$ cat config.mk
export PLATFORM = sky130hd
export DESIGN_NAME = g_2nor_in_filt_flat
export DESIGN_NICKNAME = d
export VERILOG_FILES = /design/src/rtl/g_2nor_in_filt_if.sv /design/src/rtl/g_2nor.sv /design/src/rtl/g_2nor_filt_ch.sv /design/src/rtl/g_2nor_in_filt.sv /design/src/flat_wrapper.sv
export SDC_FILE = /design/constraint.sdc
export NUM_CORES = 1
export LEC_CHECK = 0
export ABC_AREA = 1
export CORE_AREA = 2 2 39 41
export CTS_CLUSTER_DIAMETER = 60
export DETAILED_ROUTE_END_ITERATION = 10
export DIE_AREA = 0 0 41 43
export SYNTH_ARGS = -nofsm -noshare
export SYNTH_HDL_FRONTEND = slang
export SYNTH_SLANG_ARGS = --single-unit
$ cat constraint.sdc
create_clock -name CLK -period 1.3 [get_ports CLK]
set_clock_uncertainty 0.1 [all_clocks]
set_input_delay 0.26 -clock CLK [delete_from_list [all_inputs] [get_ports CLK]]
set_output_delay 0.26 -clock CLK [all_outputs]
set_load 0.02 [all_outputs]
$ cat src/rtl/g_2nor_in_filt_if.sv
`default_nettype none
// ============================================================================
// Module      : g_2nor_in_filt_if
// Description : Signal bundle for the g_2nor input-conditioning stage:
//               clock enable, the two raw inputs, the filtered levels,
//               the NOR result and its change strobe.
// Revision    : 1.0 - initial release
// ============================================================================
interface g_2nor_in_filt_if;
    logic CE;   // clock enable, state freezes when low
    logic A;    // raw input A
    logic B;    // raw input B
    logic A_F;  // filtered level of A
    logic B_F;  // filtered level of B
    logic YN;   // NOR of the filtered levels
    logic CHG;  // one-cycle strobe when YN changes

    // Stimulus / consumer side
    modport master (
        output CE, A, B,
        input  A_F, B_F, YN, CHG
    );

    // Filter side
    modport slave (
        input  CE, A, B,
        output A_F, B_F, YN, CHG
    );
endinterface
`default_nettype wire

$ cat src/rtl/g_2nor.sv
`default_nettype none
// ============================================================================
// Module      : g_2nor
// Description : Two-input NOR schematic macro, YN = ~(A | B).
// Revision    : 1.0 - initial release
// ============================================================================
module g_2nor (
    input  wire logic A,
    input  wire logic B,
    output wire logic YN
);
    assign YN = ~(A | B);
endmodule
`default_nettype wire

$ cat src/rtl/g_2nor_filt_ch.sv
`default_nettype none
// ============================================================================
// Module      : g_2nor_filt_ch
// Description : One debounce channel: sample (or 2-flop sync) stage followed
//               by a persistence counter that accepts a new level only after
//               FILT_CNT consecutive disagreeing samples.
//               Optional synchroniser: define G_2NOR_IN_FILT_SYNC_EN.
// Revision    : 1.0 - initial release
// ============================================================================
module g_2nor_filt_ch #(
    parameter int FILT_CNT = 4
) (
    input  wire logic clk_i,
    input  wire logic rst_n_i,
    input  wire logic ce_i,
    input  wire logic d_i,
    output wire logic f_o,    // accepted (filtered) level
    output wire logic f_d_o   // next-state of the filtered level
);
    localparam int CNT_W = ($clog2(FILT_CNT + 1) < 1) ? 1 : $clog2(FILT_CNT + 1);
    localparam logic [CNT_W-1:0] C_LAST = CNT_W'(FILT_CNT - 1);

    logic             s_q;
    logic             s_d;
    logic             f_q;
    logic             f_d;
    logic [CNT_W-1:0] cnt_q;
    logic [CNT_W-1:0] cnt_d;

`ifdef G_2NOR_IN_FILT_SYNC_EN
    logic meta_q;

    // First synchroniser flop; the sample flop below acts as the second one
    always_ff @(posedge clk_i or negedge rst_n_i) begin
        if (!rst_n_i) begin
            meta_q <= 1'b0;
        end else if (ce_i) begin
            meta_q <= d_i;
        end
    end

    assign s_d = meta_q;
`else
    assign s_d = d_i;
`endif

    // Persistence counter: disagreement must survive FILT_CNT samples
    always_comb begin
        cnt_d = cnt_q;
        f_d   = f_q;
        if (s_q == f_q) begin
            cnt_d = '0;
        end else if (cnt_q == C_LAST) begin
            f_d   = s_q;
            cnt_d = '0;
        end else begin
            cnt_d = cnt_q + 1'b1;
        end
    end

    // Sample flop, counter and filtered flag; all frozen while CE is low
    always_ff @(posedge clk_i or negedge rst_n_i) begin
        if (!rst_n_i) begin
            s_q   <= 1'b0;
            f_q   <= 1'b0;
            cnt_q <= '0;
        end else if (ce_i) begin
            s_q   <= s_d;
            f_q   <= f_d;
            cnt_q <= cnt_d;
        end
    end

    assign f_o   = f_q;
    assign f_d_o = f_d;
endmodule
`default_nettype wire

$ cat src/rtl/g_2nor_in_filt.sv
`default_nettype none
// ============================================================================
// Module      : g_2nor_in_filt
// Description : Input-conditioning stage in front of the g_2nor macro. Both
//               raw inputs are debounced, the clean levels drive g_2nor, and
//               CHG pulses for one cycle whenever YN takes a new value.
//               Optional synchroniser: define G_2NOR_IN_FILT_SYNC_EN.
// Revision    : 1.0 - initial release
// ============================================================================
module g_2nor_in_filt #(
    parameter int FILT_CNT = 4
) (
    input wire logic          CLK,
    input wire logic          RSTN,
    g_2nor_in_filt_if.slave   bus
);
    logic a_f;
    logic a_f_d;
    logic b_f;
    logic b_f_d;
    logic yn;
    logic chg_q;
    logic chg_d;

    g_2nor_filt_ch #(.FILT_CNT(FILT_CNT)) u_ch_a (
        .clk_i   (CLK),
        .rst_n_i (RSTN),
        .ce_i    (bus.CE),
        .d_i     (bus.A),
        .f_o     (a_f),
        .f_d_o   (a_f_d)
    );

    g_2nor_filt_ch #(.FILT_CNT(FILT_CNT)) u_ch_b (
        .clk_i   (CLK),
        .rst_n_i (RSTN),
        .ce_i    (bus.CE),
        .d_i     (bus.B),
        .f_o     (b_f),
        .f_d_o   (b_f_d)
    );

    g_2nor u_nor (
        .A  (a_f),
        .B  (b_f),
        .YN (yn)
    );

    // YN changes exactly when the OR of the filtered flags changes, so a
    // swap of A_F/B_F on one edge yields no strobe; CE low forces it off
    always_comb begin
        chg_d = bus.CE & ((a_f_d | b_f_d) ^ (a_f | b_f));
    end

    // Change strobe register, aligned with the edge that updates YN
    always_ff @(posedge CLK or negedge RSTN) begin
        if (!RSTN) begin
            chg_q <= 1'b0;
        end else begin
            chg_q <= chg_d;
        end
    end

    assign bus.A_F = a_f;
    assign bus.B_F = b_f;
    assign bus.YN  = yn;
    assign bus.CHG = chg_q;
endmodule
`default_nettype wire
$ cat src/flat_wrapper.sv
// flat-port wrapper written by rule: the top's interface ports become plain ports
module g_2nor_in_filt_flat 
#(
    parameter int FILT_CNT = 4
)
  (CLK, RSTN, bus_CE, bus_A, bus_B, bus_A_F, bus_B_F, bus_YN, bus_CHG);
  g_2nor_in_filt_if bus_i ();
  input wire logic CLK;
  input wire logic RSTN;
  input wire logic [$bits(bus_i.CE)-1:0] bus_CE;
  input wire logic [$bits(bus_i.A)-1:0] bus_A;
  input wire logic [$bits(bus_i.B)-1:0] bus_B;
  output wire logic [$bits(bus_i.A_F)-1:0] bus_A_F;
  output wire logic [$bits(bus_i.B_F)-1:0] bus_B_F;
  output wire logic [$bits(bus_i.YN)-1:0] bus_YN;
  output wire logic [$bits(bus_i.CHG)-1:0] bus_CHG;
  assign bus_i.CE = bus_CE;
  assign bus_i.A = bus_A;
  assign bus_i.B = bus_B;
  assign bus_A_F = bus_i.A_F;
  assign bus_B_F = bus_i.B_F;
  assign bus_YN = bus_i.YN;
  assign bus_CHG = bus_i.CHG;
  g_2nor_in_filt #(.FILT_CNT(FILT_CNT)) u_core (.CLK(CLK), .RSTN(RSTN), .bus(bus_i));
endmodule
==> results of run 1 <==
[synth_stat cells, drive strengths merged]
| cell type | n |
|---|---|
| ha | 2 |
| nand3 | 5 |
| xor2 | 2 |
| a21oi | 3 |
| inv | 11 |
| buf | 1 |
| o21ai | 7 |
| dfrtp | 11 |
| nor2 | 2 |
| nand4 | 2 |
| nand2 | 16 |
[cell families (layout without fill, tap and decap cells)]
kind of cell               Yosys count  after routing  synth area share, %
xor gates and xnor gates             2              2                 3.37
DFF                                 11             11                 53.0
adders and majority gates            2              2                 4.82
buffers and inverters               12             31                 8.91
AOI/OAI and AO/OA                   10             10                 9.64
and+or+nand+nor                     25             25                 20.2
[cell type report]
type,count,area share (%)
inverters,11,5.65
repair buffers,16,18.7
flip-flops and latches,11,37.7
clock inverters,1,0.685
well taps,16,2.74
clock buffers,3,3.08
multi-input cells,39,31.5
[critical path, stage by stage, from the launching register on]
cell,delay (ps)
dfrtp_1,420
nor2_2,150
buf_6,130
[report_power, final]
| group | internal (W) | switching, W |
|---|---|---|
| Combinational | 0.000372 | 0.000397 |
| Sequential | 0.000445 | 0.0000708 |
| Clock | 0.000114 | 0.000118 |
| Total | 0.000931 | 0.000586 |
[layer usage]
metal | global-route usage (%) | wire length, um | vias to the layer above
li1 | - | - | 232
met4 | 4.00 | 0 | 0
met3 | 4.71 | 56 | 0
met1 | 18.1 | 481 | 207
met5 | 0 | 0 | -
met2 | 22.2 | 505 | 11
[stage by stage]
step	setup slack (ps)	instance area, um^2	std cells	TNS, ps	power, W
6_report	-18.6	731	97	-18.6	0.00152
5_1_grt	-66.8	731	97	-103	0.00165
4_1_cts	-26.9	698	96	-26.9	0.00145
3_5_place_dp	-214	654	90	-488	0.00117
3_3_place_gp	-191	654	90	-408	0.00115
2_1_floorplan	108	522	62	0	0.000892
[path summary, 6_finish.rpt]
path,to,startpoint,depth (start not counted),slack [ps]
setup / recovery,bus_YN,u_core.u_ch_b.f_o,2,-20
hold / removal,u_core.u_ch_b.cnt_q[2],RSTN,2,180
setup reg to reg,u_core.bus.CHG,u_core.u_ch_a.cnt_q[0],7,110
hold reg to reg,u_core.u_ch_a.cnt_q[1],u_core.u_ch_a.cnt_q[1],2,400
max in group asynchronous,u_core.u_ch_b.f_o,RSTN,2,770
min in group CLK,u_core.u_ch_a.cnt_q[1],u_core.u_ch_a.cnt_q[1],2,400
[state kept, by name, indices dropped and copies added, names as in the netlist]
signal and flops:
u_core.u_ch_a.cnt_q 3, u_core.u_ch_b.cnt_q 3, u_core.bus.CHG 1, u_core.u_ch_a.f_o 1
u_core.u_ch_a.s_q 1, u_core.u_ch_b.f_o 1, u_core.u_ch_b.s_q 1
[repair_timing]
action / in CTS / in global routing
pin swaps: 0 / 1
cloned: 0 / 0
gates resized for setup: 19 / 9
setup endpoints to repair: 4 / 6
setup buffers: 2 / 1
==> qor.yml, run 1 <==
status: "finished, violations left"
violations: "negative setup slack"
netlist_area_um2: 519
setup-violations-final: 1
drt_iter0_drc: 6
clockBufferDepth: 2
detail-route-antenna-nets: 0
die-area_um2: 1760
multi_input_area_um2: 230
worstHoldPathType: "input pin to async pin"
post_synth.cell_area_avg_um2: 8.37
hold_buffers: 0
grt_pass1_vias: 418
die_y_um: 43
rsz0062_at_grt: "true"
syn_to_final_growth_pct: 40.7
ys_seq_elements: 11
hold_viol_final: 0
layout_common_cells: "nand2_1, inv_1, dfrtp_1, buf_4, o21ai_0"
avgRoutedWirePerCell_um: 10.7
cts_tree: "yes"
port_buffers: 8
worstSetupPathType: "flip-flop to output port"
gp_congestion: 0.740
yosys_warnings: 0
maxCapViolCount: 0
start_kind: "flip-flop"
clock_tree.root_cell: "clkbuf_4"
initial_core_util_pct: 37.5
drive_gt1_share_pct: 30.9
clk_pin_slew_ps: 80
yosysTopAreaCellShare_pct: 53.0
ys_types: 12
synthCells: 62
track_usage_pct: 14.2
peakVddDrop_uv: 949
yosysSeqAreaShare_pct: 53.0
grt_max_degree: 12
cp_max_fo: 4
fin_crit_sh_pct: 101
num_rows: 14
n_antenna_cell: 0
layout.nets: 89
ioPinCount: 9
numCtsBuffers: 3
slew_violations: 0
slew_headroom_pct: 86.9
register_area_um2: 275
drtPass1Iterations: 4
cp-end-kind: "output port"
vias: 450
dp_hpwl_um: 729
core-area_um2: 1380
max_freq_mhz: 758
route.detailed.drc: 0
fill_cells: 128
grt_pass1_wl_um: 1700
clkLatencyLatePin_ps: 260
worstPathRequired_ps: 940
layout_commonest_cell: "nand2_1"
clock_sinks: 11
overflow: 0
layout_min_cycle_time_ps: 1320
antenna_found_initial: 0
final_core_util_pct: 52.8
holdWs_ps: 183
wl_um: 1040
power_density_nw_per_um2: 2080
via_per_inst: 4.64
cp.arrival_ps: 960
ys_top_cells_by_area: "dfrtp_1, nand2_1, inv_1, o21ai_0, ha_1"
tightest_slew_ps: 197
worst_slack_ps: -18.6
p_leak_nw: 0.365
fp.dieW_um: 41
yosysTopAreaCell: "dfrtp_1"
htreeDepth: 1
syn_nets: 69
Power figures use the tool's default switching activity.
==> run 2, diff against run 1 <==
Settings changed: SETUP_SLACK_MARGIN set to 0.15.
==> run 2 against run 1 <==
  * Routed wire length rose by 1.6%
  * Maximum frequency rose by 1.9%
  * First-iteration DRC count decreased by 33%
  * The run now ends clean
  * Highest routed layer is now met4
  * Non-clock buffer count increased by 2
  * Power up 12%
==> qor.yml, run 2 (synthesis gave the netlist of run 1 again) <==
clkLatencyLatePin_ps: 270
setup-violations-final: 0
endpoint: "bus_YN"
avgRoutedWirePerCell_um: 10.7
dp.cells: 90
syn_to_final_growth_pct: 59.0
r2r-end: "u_core.bus.CHG"
slew_violations: 0
maxCapViolCount: 0
port_buffers: 8
busiest_layer: "met1"
start_kind: "flip-flop"
vias: 459
layout_common_cells: "inv_1, nand2_1, dfrtp_1, buf_4"
via_per_inst: 4.64
cp.arrival_ps: 930
worstSetupPathType: "flip-flop to output port"
layout.nets: 91
cp_max_fo: 3
fill_cells: 112
worstPathRequired_ps: 940
tightest_slew_ps: 223
clk_pin_slew_ps: 80
drtPass1Iterations: 4
slew_headroom_pct: 85.1
drt_iter0_drc: 4
htreeDepth: 1
initial_core_util_pct: 37.5
grt_use_met2_pct: 20.0
status: "finished, final reports clean"
wl_um: 1060
n_antenna_cell: 0
clock_tree.root_cell: "clkbuf_4"
detail-route-antenna-nets: 0
route.detailed.drc: 0
met3_usage_pct: 3.14
crit_start: "u_core.u_ch_a.f_o"
core-area_um2: 1380
layout_min_cycle_time_ps: 1290
cp-end-kind: "output port"
clockBufferDepth: 2
cp_slowest_cell: "dfrtp_1"
ioPinCount: 9
power_density_nw_per_um2: 2060
drive_gt1_share_pct: 41.0
peakVddDrop_uv: 1170
num_rows: 14
use_met1_pct: 20.2
grt_max_degree: 12
path_cells: "nor2_4 -> buf_6"
layout.cells.non_filler: 99
die-area_um2: 1760
gp_congestion: 0.691
p_leak_nw: 0.390
hold_viol_final: 0
reg2reg_depth: 7
rsz0062_at_grt: "true"
r2r_slack_ps: 100
reg_top3: "u_core.u_ch_a.cnt_q: 3 flops, u_core.u_ch_b.cnt_q: 3 flops"
grt_pass1_vias: 424
antenna_found_initial: 0
holdWs_ps: 173
layout_commonest_cell: "inv_1"
clock_sinks: 11
dp_hpwl_um: 696
worstHoldPathType: "input pin to async pin"
track_usage_pct: 14.2
numCtsBuffers: 3
cts_tree: "yes"
fp.dieW_um: 41
reg2reg_from: "u_core.u_ch_a.cnt_q[0]"
crit_path_max_incr_delay_ps: 420
die_y_um: 43
fin_crit_sh_pct: 99.6
max_freq_mhz: 773
grt_pass1_wl_um: 1680
overflow: 0
-- run 2: worst max-delay path, delay by kind of cell, from the launching register on --
family                 cells  cell delay (ps)
buffers and inverters      1              120
DFF                        1              420
and+or+nand+nor            1              130
-- run 2: worst min-delay path by stage --
stage                                       from                endpoint  slack [ps]  cells after the start
final                                       RSTN  u_core.u_ch_b.cnt_q[2]         170                      2
after global routing                        RSTN  u_core.u_ch_b.cnt_q[0]         190                      2
after floorplan                             RSTN          u_core.bus.CHG        -140                      0
after detailed placement  u_core.u_ch_a.cnt_q[1]  u_core.u_ch_a.cnt_q[1]         380                      2
after CTS                                   RSTN  u_core.u_ch_b.cnt_q[2]         180                      2
after global placement    u_core.u_ch_a.cnt_q[1]  u_core.u_ch_a.cnt_q[1]         370                      2
-- run 2: final cells by class --
type,count,area [um^2],area share [%]
clock buffer,3,22.5,2.73
clock inverter,1,5.00,0.606
inverter,11,41.3,5.00
multi-input combinational,39,305,37.0
sequential,11,277,33.5
tap,16,20.0,2.42
timing repair buffer,18,155,18.8
-- run 2: routing by layer --
layer	wire length [um]	up-vias
met4	30	0
met2	482	13
li1	-	237
met5	0	-
met3	53	4
met1	492	205
-- run 2: power by group --
part / switching [W] / internal (W)
Clock: 0.000121 / 0.000114
Sequential: 0.0000957 / 0.000447
Combinational: 0.000468 / 0.000454
-- run 2: through the flow --
stage	cell area (um^2)	total power (W)	utilization (%)	worst slack (ps)	TNS, ps
4_1_cts	728	0.00151	52.6	1.27	0
3_3_place_gp	659	0.00117	47.6	-207	-424
3_5_place_dp	659	0.00119	47.6	-211	-431
5_1_grt	826	0.00183	59.7	-28.2	-28.2
2_1_floorplan	527	0.000910	-	151	0
6_report	826	0.00170	59.7	5.53	0
-- run 2: timing repair --
action	4_1_cts	5_1_grt
gates resized for setup	29	18
setup endpoints to repair	10	11
pin swaps	5	7
hold buffers	0	0
buffers inserted	3	2
==> run 3, diff against run 2 <==
Settings changed: CORE_AREA 2 2 39 41 to not set, CORE_MARGIN set to 2, CORE_UTILIZATION set to 25, DIE_AREA 0 0 41 43 to not set, PLACE_DENSITY_LB_ADDON set to 0.15, SKIP_CTS_REPAIR_TIMING set to 1.
==> run 3 against run 2 <==
  * Maximum frequency rose by 0.21%
  * Setup slack gained 2.8 ps
  * First-iteration DRC count decreased by 75%
  * Via count fell by 2.0%
  * Combinational power increased by 13%
  * Critical path depth unchanged
  * Utilization fell by 15 points
  * Flip-flop and latch count unchanged
  * Cell area rose by 5.9%
  * Non-clock buffer count grew 1
  * Critical path type unchanged
  * Largest cell class unchanged
==> qor.yml, run 3 (synthesis gave the netlist of run 1 again) <==
clk_pin_slew_ps: 80
cp_slowest_cell: "dfrtp_1"
crit_buf_inv: 1
hold_viol_final: 0
setup-violations-final: 0
rsz0062_at_grt: "true"
path_cells: "nor2_4 -> buf_6"
final_core_util_pct: 44.6
n_antenna_cell: 0
finalPower_w: 0.00183
clkLatencyLatePin_ps: 270
layout_common_cells: "inv_1, buf_4, dfrtp_1, nand2_1, nand2_2"
clockBufferDepth: 2
clock_tree.root_cell: "clkbuf_4"
via_per_inst: 4.05
power_density_nw_per_um2: 2100
grt_max_degree: 12
reg2reg_depth: 8
port_buffers: 8
drtPass1Iterations: 4
gp_congestion: 0.657
max_freq_mhz: 774
htreeDepth: 1
cp-end-kind: "output port"
worstHoldPathType: "input pin to async pin"
maxCapViolCount: 0
status: "finished, final reports clean"
drt_iter0_drc: 1
cp_max_fo: 3
core-area_um2: 1960
overflow: 0
cts_tree: "yes"
grt_pass1_vias: 431
start_kind: "flip-flop"
slew_violations: 0
grt_pass1_wl_um: 1920
slew_headroom_pct: 85.3
wl_um: 1130
syn_to_final_growth_pct: 68.4
layout.nets: 92
tightest_slew_ps: 220
fp.dieW_um: 49.6
antenna_found_initial: 0
peakVddDrop_uv: 1080
numCtsBuffers: 3
cp.arrival_ps: 930
route.detailed.drc: 0
layout_min_cycle_time_ps: 1290
die-area_um2: 2460
worstPathRequired_ps: 940
reg2reg_from: "u_core.u_ch_a.f_o"
drive_gt1_share_pct: 45.2
worst-path-stages: 2
p_leak_nw: 0.406
clock_sinks: 11
num_rows: 16
vias: 450
detail-route-antenna-nets: 0
r2r-end: "u_core.bus.CHG"
avgRoutedWirePerCell_um: 10.2
reg_top3: "u_core.u_ch_a.cnt_q: 3 flops, u_core.u_ch_b.cnt_q: 3 flops"
crit_family: "flip-flops"
final_cell_area_um2: 875
crit_path_max_incr_delay_ps: 420
ioPinCount: 9
worstSetupPathType: "flip-flop to output port"
initial_core_util_pct: 26.5
postPlaceCellArea_um2: 681
fin_crit_sh_pct: 99.4
track_usage_pct: 10.4
r2r_slack_ps: 30
die_y_um: 49.6
dp_hpwl_um: 783
layout_commonest_cell: "inv_1"
-- run 3: where the power goes --
part | leakage (nW) | total [W] | internal, W | switching (W)
clock | 0.0150 | 0.000241 | 0.000119 | 0.000122
sequential | 0.142 | 0.000556 | 0.000448 | 0.000108
combinational | 0.248 | 0.00104 | 0.000548 | 0.000490
total | 0.406 | 0.00183 | 0.00111 | 0.000720
-- run 3: through the flow --
step / hold WS, ps / std cells / TNS, ps / worst slack [ps]
global route: 195 / 111 / -162 / -67.5
finish: 186 / 111 / 0 / 8.29
CTS: 187 / 106 / -1540 / -488
floorplan: -136 / 62 / 0 / 151
global placement: 374 / 102 / -319 / -167
detailed placement: 380 / 102 / -343 / -179
-- run 3: worst max path at each step --
stage | startpoint | to | slack (ps)
finish | u_core.u_ch_a.f_o | bus_YN | 8
global route | u_core.u_ch_a.f_o | bus_YN | -70
CTS | u_core.u_ch_a.f_o | bus_YN | -490
global placement | u_core.u_ch_a.f_o | bus_YN | -170
detailed placement | u_core.u_ch_a.f_o | bus_YN | -180
floorplan | u_core.u_ch_b.cnt_q[0] | u_core.bus.CHG | 150
-- run 3: metal layers --
metal | vias to the layer above | part of all wire (%) | global-route usage, %
met3 | 0 | 6.1 | 5.15
met1 | 202 | 45 | 13.9
met5 | - | 0 | 0
met4 | 0 | 0 | 1.39
met2 | 8 | 49 | 15.6
li1 | 240 | - | -
-- run 3: final cells by class --
type	count	area, um^2
Timing Repair Buffer	19	173
Multi-Input combinational cell	39	324
Clock buffer	4	26.3
Sequential cell	11	277
Tap cell	27	33.8
Inverter	11	41.3
Fill cell	209	1090
